$ cat src/rtl/hex_char_streamer.sv
// Captures a WIDTH-bit value on start and streams its hex digits as ASCII, MS nibble first,
// over a valid/ready handshake. Define HEX_STREAM_LZS_EN to blank leading zeros as spaces.
module hex_char_streamer #(
    parameter int WIDTH     = 32,
    parameter bit UPPERCASE = 1'b1
) (
    input  logic             clk,
    input  logic             reset,
    input  logic             start,
    input  logic [WIDTH-1:0] value,
    output logic             busy,
    output logic [7:0]       char_out,
    output logic             char_valid,
    input  logic             char_ready,
    output logic             done
);

    localparam int NDIG  = WIDTH / 4;
    localparam int CNT_W = (NDIG > 1) ? $clog2(NDIG) : 1;
    localparam logic [CNT_W-1:0] CNT_MAX = CNT_W'(NDIG - 1);

    generate
        if (WIDTH < 4 || WIDTH > 64 || (WIDTH % 4) != 0) begin : g_bad_width
            $error("hex_char_streamer: WIDTH must be a multiple of 4 in 4..64");
        end
    endgenerate

    // Handshake: a character transfers on a rising edge where char_valid and char_ready
    // are both 1; while char_valid=1 and char_ready=0, char_out and char_valid hold.
    typedef enum logic [1:0] {
        ST_IDLE = 2'd0,
        ST_SEND = 2'd1,
        ST_DONE = 2'd2
    } state_e;

    state_e           state_q, state_d;
    logic [WIDTH-1:0] shadow_q, shadow_d;
    logic [CNT_W-1:0] cnt_q, cnt_d;
    logic [7:0]       char_q, char_d;

    logic [WIDTH-1:0] shadow_next;
    logic [CNT_W-1:0] cnt_next;
    logic             blank_first;
    logic             blank_next;

`ifdef HEX_STREAM_LZS_EN
    logic seen_q, seen_d;
`endif

    function automatic logic [7:0] hex_ascii(input logic [3:0] nib, input logic blank);
        if (blank)
            return 8'h20;
        if (nib < 4'd10)
            return 8'h30 + {4'h0, nib};
        return (UPPERCASE ? 8'h41 : 8'h61) + {4'h0, nib} - 8'd10;
    endfunction

    always_comb begin
        shadow_next = shadow_q << 4;
        cnt_next    = cnt_q - 1'b1;
`ifdef HEX_STREAM_LZS_EN
        // A digit is blanked only while nothing nonzero has gone out and it is not the last one.
        seen_d      = seen_q;
        blank_first = (value[WIDTH-1 -: 4] == 4'h0) && (CNT_MAX != '0);
        blank_next  = !(seen_q || (shadow_q[WIDTH-1 -: 4] != 4'h0)) &&
                      (cnt_next != '0) && (shadow_next[WIDTH-1 -: 4] == 4'h0);
`else
        blank_first = 1'b0;
        blank_next  = 1'b0;
`endif
        state_d  = state_q;
        shadow_d = shadow_q;
        cnt_d    = cnt_q;
        char_d   = char_q;

        case (state_q)
            ST_IDLE: begin
                if (start) begin
                    state_d  = ST_SEND;
                    shadow_d = value;
                    cnt_d    = CNT_MAX;
                    char_d   = hex_ascii(value[WIDTH-1 -: 4], blank_first);
`ifdef HEX_STREAM_LZS_EN
                    seen_d   = 1'b0;
`endif
                end
            end
            ST_SEND: begin
                if (char_ready) begin
                    shadow_d = shadow_next;
`ifdef HEX_STREAM_LZS_EN
                    seen_d   = seen_q || (shadow_q[WIDTH-1 -: 4] != 4'h0);
`endif
                    if (cnt_q == '0) begin
                        state_d = ST_DONE;
                        char_d  = 8'h00;
                    end else begin
                        cnt_d  = cnt_next;
                        char_d = hex_ascii(shadow_next[WIDTH-1 -: 4], blank_next);
                    end
                end
            end
            ST_DONE: begin
                state_d = ST_IDLE;
            end
            default: begin
                state_d = ST_IDLE;
                char_d  = 8'h00;
            end
        endcase
    end

    always_ff @(posedge clk or posedge reset) begin
        if (reset) begin
            state_q  <= ST_IDLE;
            shadow_q <= '0;
            cnt_q    <= '0;
            char_q   <= 8'h00;
`ifdef HEX_STREAM_LZS_EN
            seen_q   <= 1'b0;
`endif
        end else begin
            state_q  <= state_d;
            shadow_q <= shadow_d;
            cnt_q    <= cnt_d;
            char_q   <= char_d;
`ifdef HEX_STREAM_LZS_EN
            seen_q   <= seen_d;
`endif
        end
    end

    // Every output is a flop or a decode of the state flop; char_ready never reaches them.
    assign busy       = (state_q != ST_IDLE);
    assign char_valid = (state_q == ST_SEND);
    assign done       = (state_q == ST_DONE);
    assign char_out   = char_q;

endmodule

$ cat config.mk
export PLATFORM = sky130hd
export DESIGN_NAME = hex_char_streamer
export DESIGN_NICKNAME = d
export VERILOG_FILES = /design/src/rtl/hex_char_streamer.sv
export SDC_FILE = /design/constraint.sdc
export NUM_CORES = 1
export LEC_CHECK = 0
export ABC_CLOCK_PERIOD_IN_PS = 2700
export BUFFER_PORTS_ARGS = -buffer_cell sky130_fd_sc_hd__buf_2
export CAP_MARGIN = 20
export CORE_ASPECT_RATIO = 0.9
export CORE_MARGIN = 2
export CORE_UTILIZATION = 50
export CTS_BUF_LIST = sky130_fd_sc_hd__clkbuf_4 sky130_fd_sc_hd__clkbuf_8 sky130_fd_sc_hd__clkbuf_16
export CTS_CLUSTER_SIZE = 16
export DETAILED_ROUTE_END_ITERATION = 16
export PLACE_DENSITY = 0.86
export SYNTH_ARGS = -nofsm -noshare
export SYNTH_HDL_FRONTEND = slang
export SYNTH_SLANG_ARGS = --single-unit
export TNS_END_PERCENT = 10
$ cat constraint.sdc
create_clock -name clk -period 2.7 [get_ports clk]
set_input_delay 0.405 -clock clk [delete_from_list [all_inputs] [get_ports clk]]
set_output_delay 0.405 -clock clk [all_outputs]
set_load 0.005 [all_outputs]
==> impl_summary.md, run 1 <==
Clock network
The number of gates resized after CTS was 0. The buffer levels on the longest clock path is 2. The clock-pin slew on the worst setup and hold paths is 80 ps. The H-tree was split into 2 levels. The clock drives 40 sinks. The number of buffers created by CTS is 5.

Clock tree synthesis selected as its root buffer the cell sky130_fd_sc_hd__clkbuf_8. The clock latency on the worst-skew pair is 290 ps. Post-CTS timing repair inserted 0 buffers for setup. Hold repair after CTS inserted 0 buffers.

The TritonCTS clock tree is yes.

Critical path
STA classifies the critical path startpoint as a flip-flop. The critical path buffer and inverter count is 2. The maximum fanout along the worst path is 19.

The slowest stage of the critical path belongs to the cell sky130_fd_sc_hd__dfrtp_1. For the worst setup path, the data arrival time is 1400 ps. The critical path is of the reg2out type. The sort of element at the end of the critical path is an output port.

The cell type group with the largest total delay on the critical path is flip-flops. Data on the critical path is required at its endpoint by 2300 ps. The signal on the critical path passes through nand2b_4, inv_12, buf_2. The critical path's largest stage delay is 460 ps.

Die
The area inside the core boundary is 0.00405 sq mm. The die is 72.3 um wide. The number of core rows is 22. The floorplan step set the die height to 65.5 um.

The starting density of the core is 0.519. The number of top-level design ports is 47. The floorplan step defined a die boundary enclosing 0.00473 sq mm.

Job
The number of maximum-capacitance constraint violations is 0.

Place
Once placement finished, the instance area stood at 0.00229 sq mm. The placement-stage worst setup slack is 919 ps. Including well taps, the total number of placed cells is 291. The total of buffers placed on input and output ports is 45.

The final weighted congestion in routability-driven placement is 0.759. The post-detailed-placement half-perimeter wirelength is 2.90 mm.

Synthesis
When the netlist entered floorplanning its net count stood at 248. For this run, the number of Yosys warnings is 0. The unique cell type count in the Yosys netlist is 39. Each instance of the synthesized netlist takes up on average 10.1 sq um.

After synthesis, the cell types taking the most area are sky130_fd_sc_hd__dfrtp_1 (48%), sky130_fd_sc_hd__mux2i_1 (12%), sky130_fd_sc_hd__nand2_1 (6.8%). The synthesized cell area is 0.00210 sq mm. The cell type contributing the most total cell area after synthesis is sky130_fd_sc_hd__dfrtp_1. The synthesized instance count is 208. The sequential element share of the synthesized area is 0.477. The share of synthesized area in the top cell type comes to 0.477. In this run, synthesis produced a sequential element count of 40.

Timing
The max-slew violation count came to 0. The sum of negative setup slack is 0 ps. On the final layout, the worst clock skew is 4.75 ps. The total count of hold-check failures in the final report is 0.

Across all hold checks on the routed design, the worst slack comes to 217 ps. The transition time at the pin with the least slew margin is 876 ps. Based on the critical path, the design can be clocked at up to 554 MHz. The worst slew margin relative to its limit is 0.416. In the finished design, the share of the clock period the worst path needs comes to 0.669. Setup repair after global routing left no endpoint under its margin. Setup slack on the critical path of the routed design comes to 895 ps. The clock period minus worst slack is 1810 ps.

Setup violations remaining at the end of the flow were counted as 0.

GRT
The initial antenna violation count is 0. The number of global-route vias before repair was 1537. The first-pass GRT wire length is 6.83 mm.

The largest net degree at the start of global routing is 59. The overall fraction of global-route tracks in use is 0.188. The leftover overflow at the end of global routing is 0.

Detailed routing
The count of routing violations after the opening detailed-route iteration is 89. The pre-antenna-repair detailed-routing pass consisted of 4 iterations. The number of routed nets with antenna violations is 0. The number of vias in the routed layout is 1566. The total length of routed wires is 3.98 mm. The DRC violations left is 0.

In the final routed layout, each cell accounts on average for 13.3 um. The ratio of routed vias to standard cells is 5.24.

Layout
The library cells used most frequently in the layout, excluding fill and tap cells, are sky130_fd_sc_hd__buf_2 (45), sky130_fd_sc_hd__dfrtp_1 (40), sky130_fd_sc_hd__nand2_1 (38). The growth of design area from synthesis to finish is 13.8%. The fraction of layout instances using a drive strength above 1 is 0.259. 0 antenna diodes ended up in the layout. The layout net count is 290. Leaving out filler cells and counting taps, the final layout contains 299. The number of inserted filler cells in the final layout is 357.

The final cell area excluding filler cells is 0.00239 sq mm. The final cell utilization of the core is 0.590. Leaving out fill and tap cells, the most frequent cell in the layout is sky130_fd_sc_hd__buf_2.

Power
The total power consumption of the routed design is 2.43 mW. The largest vdd supply drop is 0.502 mV. Power spread over the standard cell area amounts to 1020 mW/mm^2.

The standby leakage power is 1.21 nW.

Run status
The flow ran to the end, and the final reports show no timing, DRC or antenna violations.

Hold path
The path type of the worst min-delay path is in2async.
==> report_power, final <==
part / switching [mW] / leakage [nW] / internal [mW]
clock network: 0.201 / 0.0523 / 0.229
logic: 0.536 / 0.655 / 0.438
registers: 0.169 / 0.501 / 0.858
total: 0.907 / 1.21 / 1.52
==> cells by family (layout without fill, tap and decap cells) <==
family	Yosys count	count (layout)	share of synthesized area
AOI/OAI and AO/OA	56	56	0.158
xor gates and xnor gates	2	2	0.00835
adders and majority gates	4	4	0.0239
buffers and inverters	20	63	0.0698
DFF	40	40	0.477
muxes	26	26	0.125
other	1	1	0.00179
and+or+nand+nor	59	59	0.137
==> state kept, by name, indices dropped and copies added, names as in the netlist <==
signal and count:
char_out 7, cnt_q 3, shadow_q 28, state_q 2
==> per-layer routing <==
layer,up-vias,routed length [um],track usage
li1,804,-,-
met3,4,239,0.0598
met5,-,0,0
met2,40,1900,0.317
met4,0,29,0.0425
met1,718,1810,0.237
==> tightest hold or removal path, delay by kind of cell <==
family	cells	cell delay, ps
buffers and inverters	3	540
==> cell usage after synthesis (all sizes together) <==
| cell | count |
|---|---|
| dfrtp | 40 |
| nand2 | 38 |
| o21ai | 38 |
| mux2i | 25 |
| buf | 9 |
| inv | 9 |
| nor2 | 5 |
| a22o | 4 |
| ha | 4 |
| nand2b | 4 |
| nor2b | 4 |
| a21oi | 3 |
| a22oi | 3 |
| and4b | 2 |
| clkbuf | 2 |
| o22a | 2 |
| xnor2 | 2 |
| a211oi | 1 |
| a21o | 1 |
| a31oi | 1 |
| a32oi | 1 |
| and2b | 1 |
| and3 | 1 |
| conb | 1 |
| mux2 | 1 |
| nand3 | 1 |
| nand3b | 1 |
| nor3 | 1 |
| nor3b | 1 |
| o211ai | 1 |
| o21a | 1 |
==> worst paths after layout <==
path	start	endpoint	slack, ps	cells after the start
min in group clk	value[0]	shadow_q[0]	340	2
setup / recovery	state_q[1]	char_valid	890	3
max in group asynchronous	reset	shadow_q[14]	2140	3
hold / removal	reset	shadow_q[0]	220	3
hold reg to reg	char_out[5]	char_out[5]	480	2
setup reg to reg	state_q[0]	shadow_q[19]	930	3
==> layout make-up <==
| cell class | instances | area (sq um) | area share |
|---|---|---|---|
| tap | 48 | 60.1 | 0.0251 |
| timing repair buffer | 46 | 233 | 0.0974 |
| sequential | 40 | 1000 | 0.419 |
| inverter | 9 | 46.3 | 0.0194 |
| multi-input combinational | 148 | 951 | 0.398 |
| clock buffer | 8 | 97.6 | 0.0409 |
Note: power is estimated with default switching activity, not from simulation.
==> inputs of run 2 (changes only) <==
--- a/config.mk
+++ b/config.mk
@@ -5,7 +5,8 @@
 export SDC_FILE = /design/constraint.sdc
 export NUM_CORES = 1
 export LEC_CHECK = 0
-export ABC_CLOCK_PERIOD_IN_PS = 2700
+export ABC_AREA = 1
+export ABC_CLOCK_PERIOD_IN_PS = 1900
 export BUFFER_PORTS_ARGS = -buffer_cell sky130_fd_sc_hd__buf_2
 export CAP_MARGIN = 20
 export CORE_ASPECT_RATIO = 0.9
@@ -14,7 +15,7 @@
 export CTS_BUF_LIST = sky130_fd_sc_hd__clkbuf_4 sky130_fd_sc_hd__clkbuf_8 sky130_fd_sc_hd__clkbuf_16
 export CTS_CLUSTER_SIZE = 16
 export DETAILED_ROUTE_END_ITERATION = 16
-export PLACE_DENSITY = 0.86
+export PLACE_DENSITY = 0.85
 export SYNTH_ARGS = -nofsm -noshare
 export SYNTH_HDL_FRONTEND = slang
 export SYNTH_SLANG_ARGS = --single-unit
==> constraint.sdc (replaced) <==
create_clock -name clk -period 1.9 [get_ports clk]
set_input_delay 0.285 -clock clk [delete_from_list [all_inputs] [get_ports clk]]
set_output_delay 0.285 -clock clk [all_outputs]
set_load 0.005 [all_outputs]
==> run 2 against run 1 <==
  * Sequential share of layout area is 1.9 points lower
  * Count of clock-buffer cells in the layout stayed put
  * Via count is 19% higher
  * Hold slack worse by 110 ps
  * Flip-flop and latch count stayed put
  * Cell area is 4.7% higher
  * Final cell count is 24% higher
  * Clock power is 40% higher
  * Sequential power is 38% higher
  * Synthesized area is 2.6% higher
  * Die area is 2.4% higher
  * Routed wire length is 5.4% higher
  * Largest cell class unchanged
  * Largest power group is now combinational logic
==> impl_summary.md, run 2 <==
GRT
The first-pass GRT wire length is 7.50 mm (+9.8%). The initial antenna violation count came to 0 (unchanged). The overall fraction of global-route tracks in use is 0.199 (+0.0110). The leftover overflow at the end of global routing came to 0 (unchanged). The largest net degree at the start of global routing is 60 (+1.7%).

The number of global-route vias before repair is 1787 (+16%).

Critical path
The kind of critical path is reg2out. The data arrival time at the worst-slack endpoint is 1460 ps (+60 ps). STA classifies the critical path startpoint as a flip-flop.

The critical path required time was 1620 ps (-680 ps). The maximum fanout along the worst path is 7 (-12). STA classifies the critical path endpoint as an output port.

Synthesis
sky130_fd_sc_hd__nand2_1 is the most common cell in the netlist. The post-synthesis average cell area was 7.71 sq um (-24%). The largest total area in the synthesized netlist belongs to sky130_fd_sc_hd__dfrtp_1.

The net count of the mapped netlist is 319 (+29%). The sequential element share of the synthesized area came to 0.465 (-0.0119). The commonest cells after synthesis are sky130_fd_sc_hd__nand2_1 (82), sky130_fd_sc_hd__inv_1 (44), sky130_fd_sc_hd__dfrtp_1 (40).

The unique cell type count in the Yosys netlist was 21 (-46%). The synthesized cell area came to 0.00215 sq mm (+2.6%). The most used flip-flop cell after synthesis is sky130_fd_sc_hd__dfrtp_1. Yosys attributes the largest share of cell area to sky130_fd_sc_hd__dfrtp_1 (47%), sky130_fd_sc_hd__nand2_1 (14%), sky130_fd_sc_hd__o21ai_0 (8.4%). The warning count from the yosys run is 0 (unchanged). The fraction of registers with async set or reset after synthesis is 1.00 (unchanged).

The synthesized flop and latch total was 40 (unchanged). The number of synthesized flops with an enable pin came to 0 (unchanged). The synthesized instance count was 279 (+34%). The top cell type's share of synthesized area is 0.465 (-0.0119).

Power
The power density over cell area is 1610 mW/mm^2 (+58%). The switching power is 1.70 mW (+88%). The net switching share of the total power is 0.422 (+0.0487). The design internal power was 2.33 mW (+53%). The clock network power share came to 0.149 (-0.028). The largest vdd supply drop is 1.28 mV (+150%). The register share of total power is 0.353 (-0.070). The total power consumption of the routed design is 4.03 mW (+66%). The standby leakage power is 1.36 nW (+13%).

The combinational group share of total power is 0.498 (+0.097).

Hold path
The min-delay analysis places its worst path in the category in2async.

Timing
Dividing the final minimum period by the clock period gives 0.920. The clock skew after layout came to 6.61 ps (+1.86 ps). The worst slew margin relative to its limit is 0.660 (+0.244).

The worst hold slack across all endpoints is 105 ps (-112 ps). The final number of setup-violating endpoints is 0 (unchanged). The peak clock frequency supported by timing is 572 MHz.

The sum of negative setup slack is 0 ps (unchanged). The max-slew violation count was 0 (unchanged). Setup repair after global routing left no endpoint under its margin. The transition time at the pin with the least slew margin is 510 ps (-366 ps). After layout, the minimum clock period comes to 1750 ps.

The total count of hold-check failures in the final report is 0 (unchanged). The worst setup slack after layout is 151 ps (-744 ps).

Clock network
The number of setup buffers added after CTS came to 0 (unchanged). The root buffer cell is sky130_fd_sc_hd__clkbuf_8. The number of hold buffers added after CTS was 0 (unchanged). The number of buffers created by CTS is 5 (unchanged). The clock latency on the worst-skew pair is 290 ps (about the same). The clock-pin slew on the worst setup and hold paths was 70 ps (about the same). The TritonCTS clock tree is yes. The buffer levels on the longest clock path is 2 (unchanged). The number of clock sinks is 40 (unchanged). The count of instances resized after the clock tree is built came to 0 (unchanged). The deepest level of the CTS H-tree was 2 (unchanged).

Die
The area inside the core boundary came to 0.00410 sq mm (+1.4%). The starting density of the core is 0.525 (+0.00616). The horizontal die dimension is 73.2 um (+1.2%). The die area came to 0.00485 sq mm (+2.4%). The number of core rows is 22 (unchanged). The vertical die dimension is 66.2 um (+1.2%). The number of top-level design ports is 47 (unchanged).

Place
The post-detailed-placement half-perimeter wirelength is 3.03 mm (+4.5%). The instance area after placement came to 0.00240 sq mm (+4.9%). The total of buffers placed on input and output ports is 45 (unchanged). The final weighted congestion in routability-driven placement is 0.842 (+11%). The placement-stage worst setup slack is 312 ps (-606 ps).

Detailed routing
The number of iterations in the first detailed-routing pass is 4 (unchanged). The DRC violations left is 0 (unchanged). The total length of routed wires came to 4.20 mm (+5.4%). The number of vias in the routed layout is 1869 (+19%). The count of routing violations after the opening detailed-route iteration is 147 (+65%). The number of routed nets with antenna violations is 0 (unchanged). The average wire length per cell after detail routing is 11.3 um (-15%). The ratio of routed vias to standard cells is 5.05 (-3.6%).

Layout
The number of inserted filler cells in the final layout is 385 (+7.8%). In the layout the commonest cells are sky130_fd_sc_hd__nand2_1 (82), sky130_fd_sc_hd__buf_2 (45), sky130_fd_sc_hd__inv_1 (44). The number of inserted diodes is 0 (unchanged). The most common cell after layout, fill and taps aside is sky130_fd_sc_hd__nand2_1. The flip-flop count of the largest register, all copies and words added was 28 (unchanged). The final cell area excluding filler cells is 0.00250 sq mm (+4.7%). The growth of design area from synthesis to finish is 16.2%. The fraction of layout instances using a drive strength above 1 is 0.189 (-0.0695).

The layout net count is 361 (+24%). The largest register by flop count is shadow_q.

Job
The number of maximum-capacitance constraint violations is 0 (unchanged).

Run status
The run finished with clean final reports.
[run 2: changes by cell type in the layout (fill, tap and decap cells not counted), moves of 22 or more]
cell | before | now
sky130_fd_sc_hd__nand2_1 | 38 | 82
sky130_fd_sc_hd__inv_1 | 8 | 44
sky130_fd_sc_hd__mux2i_1 | 25 | 0
sky130_fd_sc_hd__o21ai_1 | 24 | 0
sky130_fd_sc_hd__o211ai_1 | 1 | 24
sky130_fd_sc_hd__o21ai_0 | 14 | 36
[run 2: worst paths after layout]
kind,startpoint,end,slack (ps),cells after the start
setup reg to reg,state_q[1],shadow_q[13],290,6
max in group asynchronous,reset,shadow_q[24],1430,3
setup / recovery,state_q[1],busy,150,4
hold / removal,reset,cnt_q[0],100,3
min in group clk,value[1],shadow_q[1],240,3
hold reg to reg,char_out[5],char_out[5],470,2
[run 2: logic make-up after synthesis]
logic type,Yosys count,share of synthesized area
simple gates,112,0.213
compound gates,62,0.174
buf+inv,59,0.119
flops,40,0.465
fa+ha+maj,4,0.0233
xor+xnor,1,0.00407
other cells,1,0.00174
[run 2: area by class of cell]
| cell class | instances | area, sq um | area share |
|---|---|---|---|
| flip-flops and latches | 40 | 1000 | 0.400 |
| multi-input cells | 180 | 902 | 0.361 |
| repair buffers | 50 | 275 | 0.110 |
| inverters | 44 | 165 | 0.0660 |
| clock buffers | 8 | 97.6 | 0.0390 |
| well taps | 48 | 60.1 | 0.0240 |
[run 2: metal layers]
metal	track usage	up-vias	wire length (um)	part of all wire
met2	0.332	35	1960	0.47
met4	0.0741	0	68	0.016
met5	0	-	0	0
met3	0.0473	7	196	0.047
li1	-	972	-	-
met1	0.250	855	1970	0.47
[run 2: critical path, cell delays in order (launching register included)]
cell and delay, ps:
sky130_fd_sc_hd__dfrtp_1 420, sky130_fd_sc_hd__nor2_1 350, sky130_fd_sc_hd__buf_4 230, sky130_fd_sc_hd__inv_1 60, sky130_fd_sc_hd__buf_2 120
[run 2: power by group through the flow]
stage | combinational, mW | clock [mW] | sequential, mW
detailed placement | 2.01 | 0 | 1.44
global placement | 1.95 | 0 | 1.42
global route | 2.38 | 0.646 | 1.46
floorplan | 1.60 | 0 | 1.40
CTS | 2.03 | 0.610 | 1.42
finish | 2.01 | 0.600 | 1.42
[run 2: per-stage QoR]
| step | utilization | instances |
|---|---|---|
| after floorplan | - | 279 |
| after global placement | 0.586 | 362 |
| after detailed placement | 0.586 | 362 |
| after CTS | 0.610 | 370 |
| after global routing | 0.610 | 370 |
| final | 0.610 | 370 |
==> inputs of run 3 (changes only) <==
--- a/config.mk
+++ b/config.mk
@@ -15,7 +15,7 @@
 export CTS_BUF_LIST = sky130_fd_sc_hd__clkbuf_4 sky130_fd_sc_hd__clkbuf_8 sky130_fd_sc_hd__clkbuf_16
 export CTS_CLUSTER_SIZE = 16
 export DETAILED_ROUTE_END_ITERATION = 16
-export PLACE_DENSITY = 0.85
+export PLACE_DENSITY = 0.74
 export SYNTH_ARGS = -nofsm -noshare
 export SYNTH_HDL_FRONTEND = slang
 export SYNTH_SLANG_ARGS = --single-unit
==> run 3 against run 2 <==
  * Die area is the same
  * Clock skew grew 0.95 ps
  * Count of clock-buffer cells in the layout shrank 2
==> impl_summary.md, run 3 (same netlist as run 2, synthesis figures left out) <==
Run status
The flow ran to the end, and the final reports show no timing, DRC or antenna violations.

Critical path
The source of the critical timing path is state_q[0]. The worst setup slack for register-to-register paths is 400 ps (+110 ps). Following the worst setup path forward leads to its endpoint at busy. The worst setup path is captured at an output port.

The reg-to-reg endpoint is shadow_q[13]. The maximum fanout along the worst path is 7 (unchanged). The kind of critical path is reg2out.

The data arrival time at the worst-slack endpoint is 1370 ps (-90 ps). Traced cell by cell, the critical path runs through nor2_2, buf_4, inv_1, buf_2. The critical path required time is 1620 ps (about the same). The cell with the largest stage delay on the worst path is sky130_fd_sc_hd__dfrtp_1. The worst register-to-register path begins at state_q[0]. The nature of the critical path startpoint is a flip-flop. The worst-case reg-to-reg path depth is 6 (unchanged). The critical path's largest stage delay is 420 ps (about the same).

Timing
The clock period minus worst slack is 1660 ps (-92.4 ps). The peak clock frequency supported by timing is 604 MHz (+5.6%). The transition time at the pin with the least slew margin came to 503 ps (-6.39 ps). The final period utilization came to 0.872 (-0.0486). The total count of hold-check failures in the final report is 0 (unchanged).

The worst slew margin relative to its limit is 0.664 (+0.00426). The sum of negative setup slack is 0 ps (unchanged). Setup repair after global routing left no endpoint under its margin. The max-slew violation count is 0 (unchanged). The worst hold slack across all endpoints is 94.4 ps (-10.1 ps).

The final number of setup-violating endpoints is 0 (unchanged). The clock skew after layout is 7.56 ps (+0.949 ps).

Job
The number of maximum-capacitance constraint violations is 0 (unchanged).

Die
The number of top-level design ports was 47 (unchanged). The die area came to 0.00485 sq mm (unchanged). The vertical die dimension is 66.2 um (unchanged).

The horizontal die dimension is 73.2 um (unchanged). The area inside the core boundary was 0.00410 sq mm (unchanged). The starting density of the core came to 0.525 (unchanged). The number of core rows is 22 (unchanged).

Detailed routing
The DRC violations left came to 0 (unchanged). The number of routed nets with antenna violations is 0 (unchanged). The ratio of routed vias to standard cells is 5.10 (+0.91%). The number of iterations in the first detailed-routing pass is 4 (unchanged).

The total length of routed wires is 4.16 mm (-0.91%). The average wire length per cell after detail routing is 11.3 um (-0.64%). The count of routing violations after the opening detailed-route iteration is 129 (-12%).

The number of vias in the routed layout is 1881 (+0.64%).

GRT
The overall fraction of global-route tracks in use is 0.201 (+0.00136). The leftover overflow at the end of global routing was 0 (unchanged). The number of global-route vias before repair is 1763 (-1.3%).

The first-pass GRT wire length was 7.44 mm (-0.83%). The initial antenna violation count is 0 (unchanged). The largest net degree at the start of global routing is 60 (unchanged).

Clock network
The clock latency on the worst-skew pair is 290 ps (about the same). The deepest level of the CTS H-tree is 2 (unchanged). The TritonCTS clock tree is yes. The buffer levels on the longest clock path came to 2 (unchanged).

The clock-pin slew on the worst setup and hold paths is 80 ps (about the same). The count of instances resized after the clock tree is built is 0 (unchanged). The number of setup buffers added after CTS came to 0 (unchanged).

The number of hold buffers added after CTS is 0 (unchanged). The number of clock sinks is 40 (unchanged). The number of buffers created by CTS is 5 (unchanged). The tree is rooted in a sky130_fd_sc_hd__clkbuf_8.

Layout
The number of inserted filler cells in the final layout is 365 (-5.2%). In the layout the commonest cells are sky130_fd_sc_hd__nand2_1 (82), sky130_fd_sc_hd__buf_2 (45), sky130_fd_sc_hd__inv_1 (44). The fraction of layout instances using a drive strength above 1 is 0.190 (+0.000590). Leaving out fill and tap cells, the most frequent cell in the layout is sky130_fd_sc_hd__nand2_1. The number of inserted diodes is 0 (unchanged). The flip-flop count of the largest register, all copies and words added is 28 (unchanged).

The layout net count was 360 (-0.28%). The growth of design area from synthesis to finish came to 16.3% (about the same). The largest register by flop count is shadow_q. The final standard cell count with taps included and fillers excluded is 369 (-0.27%).

Place
The post-detailed-placement half-perimeter wirelength is 2.88 mm (-4.9%). The count of placed standard cells including taps is 361 (-0.28%). The final weighted congestion in routability-driven placement is 0.844 (+0.23%). The total of buffers placed on input and output ports is 45 (unchanged).

Power
The standby leakage power is 1.36 nW (about the same). The power density over cell area is 1610 mW/mm^2 (-0.21%). The largest vdd supply drop is 1.04 mV (-19%).

Hold path
The worst hold path belongs to the class in2async.
run 3: worst min path at each step:
stage                  start      endpoint  slack, ps  cells past startpoint
finish                 reset  shadow_q[26]         90                      3
global placement       reset      cnt_q[0]        430                      3
detailed placement     reset      cnt_q[0]        430                      3
global route           reset      cnt_q[0]        170                      3
floorplan           value[0]   shadow_q[0]        430                      2
CTS                    reset      cnt_q[2]        110                      3
run 3: layout make-up:
| cell class | count | area, sq um | area share |
|---|---|---|---|
| clock buffer | 6 | 82.6 | 0.0330 |
| tap | 48 | 60.1 | 0.0240 |
| timing repair buffer | 49 | 280 | 0.112 |
| sequential | 40 | 1000 | 0.400 |
| multi-input combinational | 180 | 905 | 0.361 |
| clock inverter | 2 | 10.0 | 0.00400 |
| inverter | 44 | 165 | 0.0660 |
run 3: metal layers:
layer,track usage,wire [um],vias to the layer above
met3,0.0579,236,4
met5,0,0,-
met1,0.244,1970,854
li1,-,-,979
met4,0.0671,42,0
met2,0.339,1910,44
run 3: stage by stage:
step,total power [mW],worst slack [ps],instance area [sq um],utilization
2_1_floorplan,3.00,667,2150,-
3_3_place_gp,3.40,404,2410,0.587
3_5_place_dp,3.47,299,2410,0.587
4_1_cts,4.07,131,2500,0.610
5_1_grt,4.51,125,2500,0.610
6_report,4.03,244,2500,0.610
run 3: worst max-delay path, delay by kind of cell, from the launching register on:
kind          cells  cell delay [ps]
simple gates      1              270
flops             1              420
buf+inv           3              400
run 3: where the power goes:
part / total (mW) / internal, mW / leakage [nW] / switching [mW]
combinational: 2.03 / 0.764 / 0.811 / 1.27
sequential: 1.42 / 1.26 / 0.497 / 0.155
clock: 0.581 / 0.290 / 0.0510 / 0.291
